`src/rtl/fetch_stage.sv`:
```
// Instruction fetch front-end: owns the PC, drives instruction memory and buffers fetched words in an in-order queue.
// Optional performance counters are built when FETCH_PERF_CNT_EN is defined.
module fetch_stage #(
    parameter logic [31:0] RESET_PC   = 32'hBFC00000,
    parameter int unsigned FIFO_DEPTH = 2
) (
    input  logic        clk,
    input  logic        rst,
    output logic [31:0] imem_addr_o,
    input  logic [31:0] imem_instr_i,
    input  logic        redirect_i,
    input  logic [31:0] redirect_pc_i,
    output logic        valid_o,
    input  logic        ready_i,
    output logic [31:0] instr_o,
    output logic [31:0] pc_o,
    output logic [31:0] pc_plus4_o,
    output logic [31:0] perf_fetch_cnt_o,
    output logic [31:0] perf_stall_cnt_o
);

    localparam int unsigned PTR_W = (FIFO_DEPTH > 1) ? $clog2(FIFO_DEPTH) : 1;
    localparam int unsigned CNT_W = PTR_W + 1;
    localparam logic [CNT_W-1:0] DEPTH_C = CNT_W'(FIFO_DEPTH);

    logic [31:0]      pc_q;
    logic [PTR_W-1:0] rd_ptr;
    logic [PTR_W-1:0] wr_ptr;
    logic [CNT_W-1:0] count;
    logic [31:0]      q_instr [FIFO_DEPTH];
    logic [31:0]      q_pc    [FIFO_DEPTH];
    logic             push;
    logic             pop;

    assign imem_addr_o = pc_q;
    assign valid_o     = (count != '0);
    assign pop         = valid_o & ready_i;
    // A full queue still accepts a new word when the head leaves in the same cycle.
    assign push        = !redirect_i && ((count < DEPTH_C) || pop);

    assign instr_o    = valid_o ? q_instr[rd_ptr]          : '0;
    assign pc_o       = valid_o ? q_pc[rd_ptr]             : '0;
    assign pc_plus4_o = valid_o ? (q_pc[rd_ptr] + 32'd4)   : '0;

    always_ff @(posedge clk) begin
        if (rst) begin
            pc_q   <= RESET_PC;
            rd_ptr <= '0;
            wr_ptr <= '0;
            count  <= '0;
        end else if (redirect_i) begin
            pc_q   <= {redirect_pc_i[31:2], 2'b00};
            rd_ptr <= '0;
            wr_ptr <= '0;
            count  <= '0;
        end else begin
            if (push) begin
                wr_ptr <= wr_ptr + PTR_W'(1);
                pc_q   <= pc_q + 32'd4;
            end
            if (pop) begin
                rd_ptr <= rd_ptr + PTR_W'(1);
            end
            count <= count + CNT_W'(push) - CNT_W'(pop);
        end
    end

    // Storage needs no reset: entries are only observable while count says they are live.
    always_ff @(posedge clk) begin
        if (push) begin
            q_instr[wr_ptr] <= imem_instr_i;
            q_pc[wr_ptr]    <= pc_q;
        end
    end

`ifdef FETCH_PERF_CNT_EN
    logic [31:0] fetch_cnt_q;
    logic [31:0] stall_cnt_q;

    always_ff @(posedge clk) begin
        if (rst) begin
            fetch_cnt_q <= '0;
            stall_cnt_q <= '0;
        end else begin
            if (push) begin
                fetch_cnt_q <= fetch_cnt_q + 32'd1;
            end
            if (valid_o && !ready_i && !redirect_i) begin
                stall_cnt_q <= stall_cnt_q + 32'd1;
            end
        end
    end

    assign perf_fetch_cnt_o = fetch_cnt_q;
    assign perf_stall_cnt_o = stall_cnt_q;
`else
    assign perf_fetch_cnt_o = '0;
    assign perf_stall_cnt_o = '0;
`endif

endmodule

```
`config.mk`:
```
export PLATFORM = sky130hd
export DESIGN_NAME = fetch_stage
export DESIGN_NICKNAME = d
export VERILOG_FILES = /design/src/rtl/fetch_stage.sv
export SDC_FILE = /design/constraint.sdc
export NUM_CORES = 1
export LEC_CHECK = 0
export ABC_AREA = 1
export CAP_MARGIN = 20
export CORE_ASPECT_RATIO = 0.7
export CORE_MARGIN = 10
export CORE_UTILIZATION = 43
export CTS_BUF_LIST = sky130_fd_sc_hd__clkbuf_4 sky130_fd_sc_hd__clkbuf_8 sky130_fd_sc_hd__clkbuf_16
export DETAILED_ROUTE_END_ITERATION = 10
export GPL_ROUTABILITY_DRIVEN = 0
export PLACE_DENSITY = 0.8
export SETUP_SLACK_MARGIN = 0.02
export SYNTH_ARGS = -nofsm -noshare
export SYNTH_HDL_FRONTEND = slang
export SYNTH_SLANG_ARGS = --single-unit
```
`constraint.sdc`:
```
create_clock -name clk -period 3.95 [get_ports clk]
set_input_delay 0.395 -clock clk [delete_from_list [all_inputs] [get_ports clk]]
set_output_delay 0.395 -clock clk [all_outputs]
set_load 0.005 [all_outputs]
```
==> results.json, run 1 <==
{
  "post_cts_resized": 0,
  "root_buffer": "clkbuf_16",
  "worstPathRequired_ns": 3.56,
  "status": "complete, no violations",
  "area_growth_pct": 28.7,
  "placed_cells_incl_taps": 1521,
  "routed_wl_mm": 25.7,
  "crit_path_end_kind": "output port",
  "period_minus_slack_ns": 3.41,
  "p_int_w": 0.00310,
  "post_drt_via_cell_ratio": 4.97,
  "avgSynthCellArea_um2": 7.99,
  "htree_levels": 4,
  "rrSetupSlack_ns": 1.67,
  "seq_area_frac_synth": 0.509,
  "ys_types": 35,
  "hold_path_class": "reg2reg",
  "yosys_warnings": 0,
  "grt_pass1_vias": 6969,
  "rsz0062_at_grt": "false",
  "layout-drive-gt1-share": 0.0546,
  "pwr-share-comb": 0.143,
  "diodes": 0,
  "netlist_area_um2": 8690,
  "grt_usage": 0.185,
  "critPathArrivalTime_ns": 3.01,
  "clockBufferDepth": 2,
  "drc": 0,
  "nNetsFinal": 1341,
  "p_per_area_nw_per_um2": 370,
  "dieWidth_um": 190,
  "core_um2": 19900,
  "hold_viol_final": 0,
  "placementRows": 43,
  "io_pins": 261,
  "pwr-share-seq": 0.474,
  "swShare": 0.251,
  "grt_max_degree": 63,
  "synthCells": 1088,
  "worst_pin_slew_ns": 0.860,
  "maxCapViolations": 0,
  "drt-pass1-iter-count": 6,
  "drtIter0Drc": 896,
  "fin_cells": 1553,
  "ant_nets": 0,
  "start_util": 0.438,
  "setup_tns_ns": 0,
  "numCtsBuffers": 17,
  "grt_pass1_wl_mm": 38.9,
  "antenna_found_initial": 0,
  "drv_slew": 0,
  "num_vias": 7725,
  "overflow": 0,
  "routedWlPerCell_um": 16.5,
  "synth-seq-cells": 159,
  "cp_max_fo": 51,
  "portBuffers": 188,
  "power.switching_w": 0.00104,
  "hpwl_mm": 19.6,
  "final_util": 0.563,
  "clk_latency_ns": 0.41,
  "die_h_um": 139,
  "cp-start-kind": "register",
  "ctsHoldBuffers": 0,
  "clkPwrFrac": 0.383,
  "clk_transition_reported_paths_ns": 0.06,
  "max-vdd-ir-drop_v": 0.000289,
  "dieArea_um2": 26400,
  "fmax_mhz": 294,
  "cts_tree": "yes",
  "cts.sinks": 159,
  "timing.slew.headroom": 0.425,
  "cts_setup_buffers": 0,
  "setup_violations": 0,
  "critPathKind": "reg2out",
  "leakage_nw": 4.52,
  "fin_crit_sh": 0.862,
  "clock_skew_ns": 0.0123
}
[through the flow]
stage	hold WS, ns	worst slack (ns)	area (µm²)	power (W)
after floorplan	0.426	0.771	8950	0.00230
after global placement	0.433	1.01	10600	0.00257
after detailed placement	0.437	0.980	10600	0.00258
after CTS	0.456	0.515	11200	0.00416
after global routing	0.489	0.252	11200	0.00430
final	0.459	0.544	11200	0.00414
[cells in the mapped netlist, drive strengths merged]
cell type / n / area share
a31oi: 7 / 0.0050
clkbuf: 19 / 0.0082
nand2: 354 / 0.15
o21a: 1 / 0.00086
nand4: 10 / 0.0072
conb: 1 / 0.00043
o21bai: 5 / 0.0043
xnor2: 4 / 0.0040
mux2i: 1 / 0.0012
buf: 86 / 0.072
inv: 99 / 0.043
o221ai: 1 / 0.0010
ha: 3 / 0.0043
edfxtp: 124 / 0.43
dfxtp: 35 / 0.081
clkinv: 1 / 0.00043
nor3: 6 / 0.0040
xor2: 12 / 0.012
a211oi: 2 / 0.0017
a21oi: 66 / 0.038
nand3: 49 / 0.029
o21ai: 42 / 0.026
nand3b: 2 / 0.0017
nor2: 158 / 0.073
[power by group through the flow]
| stage | registers, W | logic (W) | clock network, W |
|---|---|---|---|
| finish | 0.00196 | 0.000592 | 0.00159 |
| CTS | 0.00196 | 0.000590 | 0.00161 |
| global route | 0.00197 | 0.000652 | 0.00168 |
| global placement | 0.00199 | 0.000578 | 0 |
| floorplan | 0.00197 | 0.000330 | 0 |
| detailed placement | 0.00200 | 0.000587 | 0 |
[state kept, by name (all words and copies together) (netlist names), named ones only]
signal	flops
count	2
imem_addr_o	30
q_instr	64
q_pc	60
rd_ptr	1
wr_ptr	1
[worst max-delay path, cell delays in order (launching register included)]
cell	delay, ns
dfxtp_2	0.37
buf_4	0.45
nand2_1	0.13
nand2_1	0.21
nand2_1	0.14
nor2_1	0.15
nand2_1	0.11
nor2_1	0.23
nand2_1	0.09
nand2_1	0.06
nand2_1	0.05
nor2_1	0.10
clkdlybuf4s50_1	0.52
[cells in the final DEF (no fill, tap or decap), drive strengths merged]
cell and count:
clkbuf 19, o21bai 5, nor2 158, a21oi 66, clkinv 8, o21a 1
o21ai 42, dfxtp 35, ha 3, xor2 12, nand4 10, buf 11
mux2i 1, nand2 354, clkdlybuf4s50 188, conb 70, o221ai 1, a31oi 7
nand3 49, clkinvlp 1, nand3b 2, bufinv 2, xnor2 4, inv 102
nor3 6, a211oi 2, edfxtp 124
[metal layers]
| layer | part of all wire | global-route usage | vias up |
|---|---|---|---|
| li1 | - | - | 3740 |
| met1 | 0.44 | 0.260 | 3535 |
| met2 | 0.43 | 0.274 | 423 |
| met3 | 0.11 | 0.0585 | 27 |
| met4 | 0.0078 | 0.0312 | 0 |
| met5 | 0 | 0 | - |
[final timing paths]
kind                 start        endpoint  cells past startpoint
setup / recovery  register  pc_plus4_o[29]                     12
hold / removal      rd_ptr        register                      1
setup reg to reg  count[1]  q_instr[0][29]                      8
hold reg to reg     rd_ptr        register                      1
[cell families after synthesis]
group | count (synthesis) | synth area share
adder cells (fa/ha/maj) | 3 | 0.00432
XOR/XNOR | 16 | 0.0161
AO/OA/AOI/OAI | 124 | 0.0773
buffers and inverters | 205 | 0.123
other | 1 | 0.000431
multiplexers | 1 | 0.00115
AND/OR/NAND/NOR | 579 | 0.269
flip-flops | 159 | 0.509
[layout make-up]
class                           count  area, µm²
Inverter                          100        375
Multi-Input combinational cell    793       3480
Timing Repair Buffer              199       1990
Clock inverter                     13        136
Clock buffer                       19        440
Tap cell                          270        338
Fill cell                        1805       8670
Sequential cell                   159       4430
(Power assumes the default switching activity.)
==> run 2: changes to the inputs <==
--- a/config.mk
+++ b/config.mk
@@ -9,11 +9,11 @@
 export CAP_MARGIN = 20
 export CORE_ASPECT_RATIO = 0.7
 export CORE_MARGIN = 10
-export CORE_UTILIZATION = 43
+export CORE_UTILIZATION = 40
 export CTS_BUF_LIST = sky130_fd_sc_hd__clkbuf_4 sky130_fd_sc_hd__clkbuf_8 sky130_fd_sc_hd__clkbuf_16
 export DETAILED_ROUTE_END_ITERATION = 10
 export GPL_ROUTABILITY_DRIVEN = 0
-export PLACE_DENSITY = 0.8
+export PLACE_DENSITY = 0.75
 export SETUP_SLACK_MARGIN = 0.02
 export SYNTH_ARGS = -nofsm -noshare
 export SYNTH_HDL_FRONTEND = slang
==> constraint.sdc (replaced) <==
create_clock -name clk -period 2.75 [get_ports clk]
set_input_delay 0.275 -clock clk [delete_from_list [all_inputs] [get_ports clk]]
set_output_delay 0.275 -clock clk [all_outputs]
set_load 0.005 [all_outputs]
==> run 2 against run 1 <==
  * Global-route usage grew 0.23 points
  * Worst setup slack got worse by 0.62 ns
  * The run now ends with setup timing left
  * Sequential share of layout area decreased by 2.7 points
  * Worst hold slack worse by 0.032 ns
  * Clock power grew 47%
  * Sequential cell count unchanged
  * First-iteration DRC count grew 7.5%
  * Wire length rose by 8.7%
  * Via count grew 2.7%
==> results.json, run 2 (same netlist as run 1, synthesis figures left out) <==
{
  "fin_crit_sh": 1.03,
  "clkPwrFrac": 0.382,
  "critPathArrivalTime_ns": 2.55,
  "area_growth_pct": 38.2,
  "crit_path_end_kind": "output port",
  "setup_violations": 1,
  "top_register": "q_instr",
  "hpwl_mm": 20.1,
  "drt-pass1-iter-count": 6,
  "dieWidth_um": 196,
  "start_util": 0.404,
  "placementRows": 45,
  "hold_viol_final": 0,
  "pwr-share-seq": 0.460,
  "cts_tree": "yes",
  "clk_latency_ns": 0.42,
  "drtIter0Drc": 963,
  "routedWlPerCell_um": 17.3,
  "die_h_um": 143,
  "grt_pass1_wl_mm": 41.5,
  "critPathKind": "reg2out",
  "numCtsBuffers": 17,
  "final_common_cell": "nand2_1",
  "fin_ws_ns": -0.0762,
  "overflow": 0,
  "drv_slew": 0,
  "hold_path_class": "in2reg",
  "status": "finished with violations",
  "grt_usage": 0.187,
  "cp-start-kind": "register",
  "placed_cells_incl_taps": 1544,
  "grt_pass1_vias": 7364,
  "cts.sinks": 159,
  "largest_reg_flops": 64,
  "io_pins": 261,
  "grt_max_degree": 68,
  "timing.slew.headroom": 0.581,
  "place_area_um2": 10700,
  "num_vias": 7930,
  "worstPathRequired_ns": 2.48,
  "fin_cells": 1613,
  "hold_slack_ns": 0.427,
  "p_per_area_nw_per_um2": 510,
  "layout-drive-gt1-share": 0.159,
  "maxCapViolations": 0,
  "p_int_w": 0.00445,
  "violations": "setup timing",
  "post_drt_via_cell_ratio": 4.92,
  "clk_transition_reported_paths_ns": 0.07,
  "dpl_worst_slack_ns": 0.151,
  "dieArea_um2": 28100,
  "core_um2": 21500,
  "diodes": 0,
  "power.switching_w": 0.00168,
  "root_buffer": "clkbuf_16",
  "design_area_um2": 12000,
  "fmax_mhz": 354,
  "max-vdd-ir-drop_v": 0.000411,
  "pwr-share-comb": 0.158,
  "swShare": 0.274,
  "routed_wl_mm": 27.9,
  "cp_max_fo": 15,
  "antenna_found_initial": 0,
  "setup_tns_ns": -0.0762,
  "htree_levels": 4,
  "clockBufferDepth": 2,
  "period_minus_slack_ns": 2.83,
  "leakage_nw": 5.05,
  "nNetsFinal": 1389,
  "portBuffers": 188,
  "rsz0062_at_grt": "true",
  "drc": 0,
  "layout_common_cells": "312 x nand2_1, 161 x clkdlybuf4s50_1, 124 x edfxtp_1",
  "ant_nets": 0,
  "clock_skew_ns": 0.0106,
  "ctsHoldBuffers": 0,
  "worst_pin_slew_ns": 0.623
}
==> run 2: path summary, 6_finish.rpt <==
kind                    start               to  slack [ns]  depth (start not counted)
min          redirect_pc_i[6]   imem_addr_o[6]        0.43                          3
min reg2reg            rd_ptr           rd_ptr        0.45                          1
max reg2reg    imem_addr_o[2]  imem_addr_o[28]        0.63                         10
max                  register   pc_plus4_o[30]       -0.08                         11
==> run 2: worst max-delay path: stages (launching register included) <==
cell and delay, ns:
dfxtp_4 0.39, bufbuf_16 0.30, o21ai_4 0.22, nand2_2 0.13
nor2_1 0.10, nand2_1 0.11, nor2_4 0.14, nand2_1 0.07
nand2_1 0.05, nand2_1 0.04, nor2_1 0.07, clkdlybuf4s50_1 0.51
==> run 2: layout make-up <==
type | count | area [µm²]
inverters | 100 | 383
flip-flops and latches | 159 | 4430
fillers | 1918 | 9500
repair buffers | 247 | 2410
multi-input cells | 793 | 3840
clock buffers | 17 | 425
clock inverters | 15 | 168
well taps | 282 | 353
==> run 2: power groups by stage <==
stage	sequential, W	combinational [W]	clock, W
after global placement	0.00286	0.000859	0
after detailed placement	0.00287	0.000873	0
after global routing	0.00283	0.00106	0.00249
final	0.00282	0.000970	0.00234
after floorplan	0.00283	0.000474	0
after CTS	0.00281	0.000928	0.00238
==> run 2: metrics by stage <==
stage	total power, W	utilization
CTS	0.00612	0.548
global placement	0.00372	0.499
finish	0.00612	0.558
floorplan	0.00331	-
global route	0.00638	0.558
detailed placement	0.00374	0.499
==> run 2: timing repair <==
action	4_1_cts	5_1_grt
endpoints found under the setup margin	25	20
resized for setup	95	100
buffers inserted	19	16
pin swaps	19	20
cloned	2	0
endpoints found under the hold margin	0	0
==> run 2: routing by layer <==
layer	track usage	vias up	wire length, µm
met2	0.267	462	12100
met1	0.263	3597	12100
li1	-	3831	-
met5	0	-	0
met3	0.0698	40	3270
met4	0.0401	0	420
==> run 3: changes to the inputs <==
--- a/config.mk
+++ b/config.mk
@@ -5,7 +5,7 @@
 export SDC_FILE = /design/constraint.sdc
 export NUM_CORES = 1
 export LEC_CHECK = 0
-export ABC_AREA = 1
+export ABC_AREA = 0
 export CAP_MARGIN = 20
 export CORE_ASPECT_RATIO = 0.7
 export CORE_MARGIN = 10
@@ -13,7 +13,7 @@
 export CTS_BUF_LIST = sky130_fd_sc_hd__clkbuf_4 sky130_fd_sc_hd__clkbuf_8 sky130_fd_sc_hd__clkbuf_16
 export DETAILED_ROUTE_END_ITERATION = 10
 export GPL_ROUTABILITY_DRIVEN = 0
-export PLACE_DENSITY = 0.75
+export PLACE_DENSITY = 0.77
 export SETUP_SLACK_MARGIN = 0.02
 export SYNTH_ARGS = -nofsm -noshare
 export SYNTH_HDL_FRONTEND = slang
==> run 3 against run 2 <==
  * The run still ends with setup timing left
  * Critical endpoint is now pc_plus4_o[25]
  * Total power grew 2.1%
  * Sequential share of layout area grew 2.2 points
  * Die area shrank 7.0%
  * Synthesized cell count shrank 35%
  * Register-to-register slack lost 0.03 ns
  * Via count shrank 22%
  * Sequential power is essentially flat
==> results.json, run 3 <==
{
  "status": "finished with violations",
  "violations": "setup timing",
  "fmax_mhz": 349,
  "final_common_cell": "clkdlybuf4s50_1",
  "cp_slowest_cell": "dfxtp_4",
  "drv_slew": 0,
  "max_stage_delay_ns": 0.39,
  "ant_nets": 0,
  "synth_edf_count": 124,
  "io_pins": 261,
  "numCtsBuffers": 17,
  "synth_top_flop_cell": "edfxtp_1",
  "crit_path_end_kind": "output port",
  "synth_largest_area_cell": "edfxtp_1",
  "layout-drive-gt1-share": 0.181,
  "root_buffer": "clkbuf_16",
  "dieWidth_um": 189,
  "critPathKind": "reg2out",
  "num_vias": 6162,
  "cp_max_fo": 7,
  "overflow": 0,
  "timing.slew.headroom": 0.590,
  "ys_top_cells_by_area": "edfxtp_1 47%, dfxtp_1 8.8%, mux2i_1 7.5%",
  "worstPathRequired_ns": 2.48,
  "rrSetupSlack_ns": 0.60,
  "setup_violations": 5,
  "worst_pin_slew_ns": 0.598,
  "netlist_area_um2": 8000,
  "largest_reg_flops": 64,
  "p_per_area_nw_per_um2": 552,
  "cts_tree": "yes",
  "drt-pass1-iter-count": 5,
  "clk_latency_ns": 0.42,
  "hold_viol_final": 0,
  "cts.sinks": 159,
  "hold_path_class": "in2reg",
  "leakage_nw": 3.99,
  "dieArea_um2": 26200,
  "hold_path_startpoint": "redirect_pc_i[11]",
  "nNetsFinal": 1023,
  "diodes": 0,
  "htree_levels": 4,
  "placementRows": 43,
  "yosys_warnings": 0,
  "cp-start-kind": "register",
  "max-vdd-ir-drop_v": 0.000344,
  "r2r-start": "imem_addr_o[7]",
  "hold_slack_ns": 0.431,
  "cp_cell_sequence": "buf_12 -> buf_4 -> nand4b_1 -> nand2_1 -> nand4_1 -> buf_6 -> buf_6 -> nor3_4 -> mux2_4 -> buf_6",
  "drtIter0Drc": 446,
  "synthArstFlopShare": 0,
  "synthCells": 710,
  "maxCapViolations": 0,
  "hpwl_mm": 17.2,
  "layout_common_cells": "163 x clkdlybuf4s50_1, 124 x edfxtp_1, 99 x nor2_1",
  "clockBufferDepth": 2,
  "grt_pass1_vias": 5971,
  "fin_cells": 1235,
  "area_growth_pct": 41.4,
  "synth.top_cell.area_share": 0.465,
  "grt_max_degree": 67,
  "top_register": "q_instr",
  "grt_pass1_wl_mm": 35.5,
  "post_drt_via_cell_ratio": 4.99,
  "ys_types": 57,
  "avgSynthCellArea_um2": 11.3,
  "placed_cells_incl_taps": 1174,
  "seq_area_frac_synth": 0.553,
  "core_um2": 19700,
  "clk_transition_reported_paths_ns": 0.07,
  "synth-seq-cells": 159,
  "routed_wl_mm": 23.9,
  "start_util": 0.405,
  "grt_usage": 0.172,
  "routedWlPerCell_um": 19.3,
  "antenna_found_initial": 1,
  "synth_common_cells": "124 x edfxtp_1, 101 x nor2_1, 74 x buf_4",
  "die_h_um": 138,
  "clock_skew_ns": 0.0121,
  "fin_crit_sh": 1.04,
  "crit_path_frequent_cell": "buf_6",
  "period_minus_slack_ns": 2.86,
  "critPathArrivalTime_ns": 2.59,
  "synth.most_common_cell": "edfxtp_1",
  "fin_ws_ns": -0.113,
  "dpl_worst_slack_ns": 0.000514,
  "rsz0062_at_grt": "true",
  "drc": 0,
  "portBuffers": 188
}
run 3: changes by cell type after synthesis, moves of 12 or more:
cell / change
nand3_1: -27
a21oi_1: -49
nor3_1: +15
nor2_1: -44
inv_1: -84
mux2i_1: +59
o21ai_0: -22
a211oi_1: +16
nand2_1: -317
xnor2_1: +26
nor2_2: -12
run 3: what timing repair did:
| action | 4_1_cts | 5_1_grt |
|---|---|---|
| setup endpoints to repair | 28 | 23 |
| pin swaps | 19 | 15 |
| resized for setup | 121 | 36 |
| setup buffers | 20 | 11 |
| cloned | 0 | 0 |
| hold buffers | 0 | 0 |
run 3: worst paths after layout:
| check | endpoint | cells past startpoint |
|---|---|---|
| worst max-delay path | pc_plus4_o[25] | 10 |
| worst min-delay path | imem_addr_o[11] | 3 |
| worst max register to register | imem_addr_o[31] | 5 |
| worst min register to register | q_pc[1][30] | 0 |
run 3: kinds of logic (layout without fill, tap and decap cells):
| logic type | Yosys count | count (layout) | synth area share |
|---|---|---|---|
| adder cells (fa/ha/maj) | 3 | 3 | 0.00469 |
| other | 1 | 70 | 0.000469 |
| XOR/XNOR | 35 | 35 | 0.0383 |
| AO/OA/AOI/OAI | 78 | 78 | 0.0675 |
| buffers and inverters | 118 | 304 | 0.0951 |
| multiplexers | 67 | 67 | 0.0849 |
| AND/OR/NAND/NOR | 249 | 249 | 0.156 |
| flip-flops | 159 | 159 | 0.553 |
run 3: final cells by class:
cell class / count / area [µm²]
Clock inverter: 14 / 236
Clock buffer: 18 / 433
Tap cell: 270 / 338
Fill cell: 1604 / 8430
Multi-Input combinational cell: 502 / 3360
Sequential cell: 159 / 4430
Inverter: 14 / 52.6
Timing Repair Buffer: 258 / 2470
run 3: stage by stage:
step / instance area, µm² / power (W) / utilization / setup TNS (ns)
after CTS: 11100 / 0.00627 / 0.563 / -0.400
after detailed placement: 10200 / 0.00362 / 0.516 / 0
after global routing: 11300 / 0.00647 / 0.573 / -1.81
after floorplan: 8290 / 0.00323 / - / 0
after global placement: 10200 / 0.00360 / 0.516 / 0
final: 11300 / 0.00625 / 0.573 / -0.362
run 3: routing by layer:
layer  global-route usage  share of wire  vias up
met3               0.0606          0.091       18
met2                0.269           0.48      218
met4               0.0441         0.0095        2
li1                     -              -     2926
met1                0.223           0.42     2998
met5                    0        0.00054        -
run 3: worst max-delay path: cells and delay by family, from the launching register on:
family        cells  cell delay [ns]
mux               1             0.32
flops             1             0.39
simple gates      4             0.76
buf+inv           5             0.70
run 3: power breakdown:
part / internal (W) / total [W] / switching, W
Combinational: 0.000407 / 0.000803 / 0.000395
Clock: 0.00172 / 0.00264 / 0.000927
Sequential: 0.00272 / 0.00281 / 0.0000885
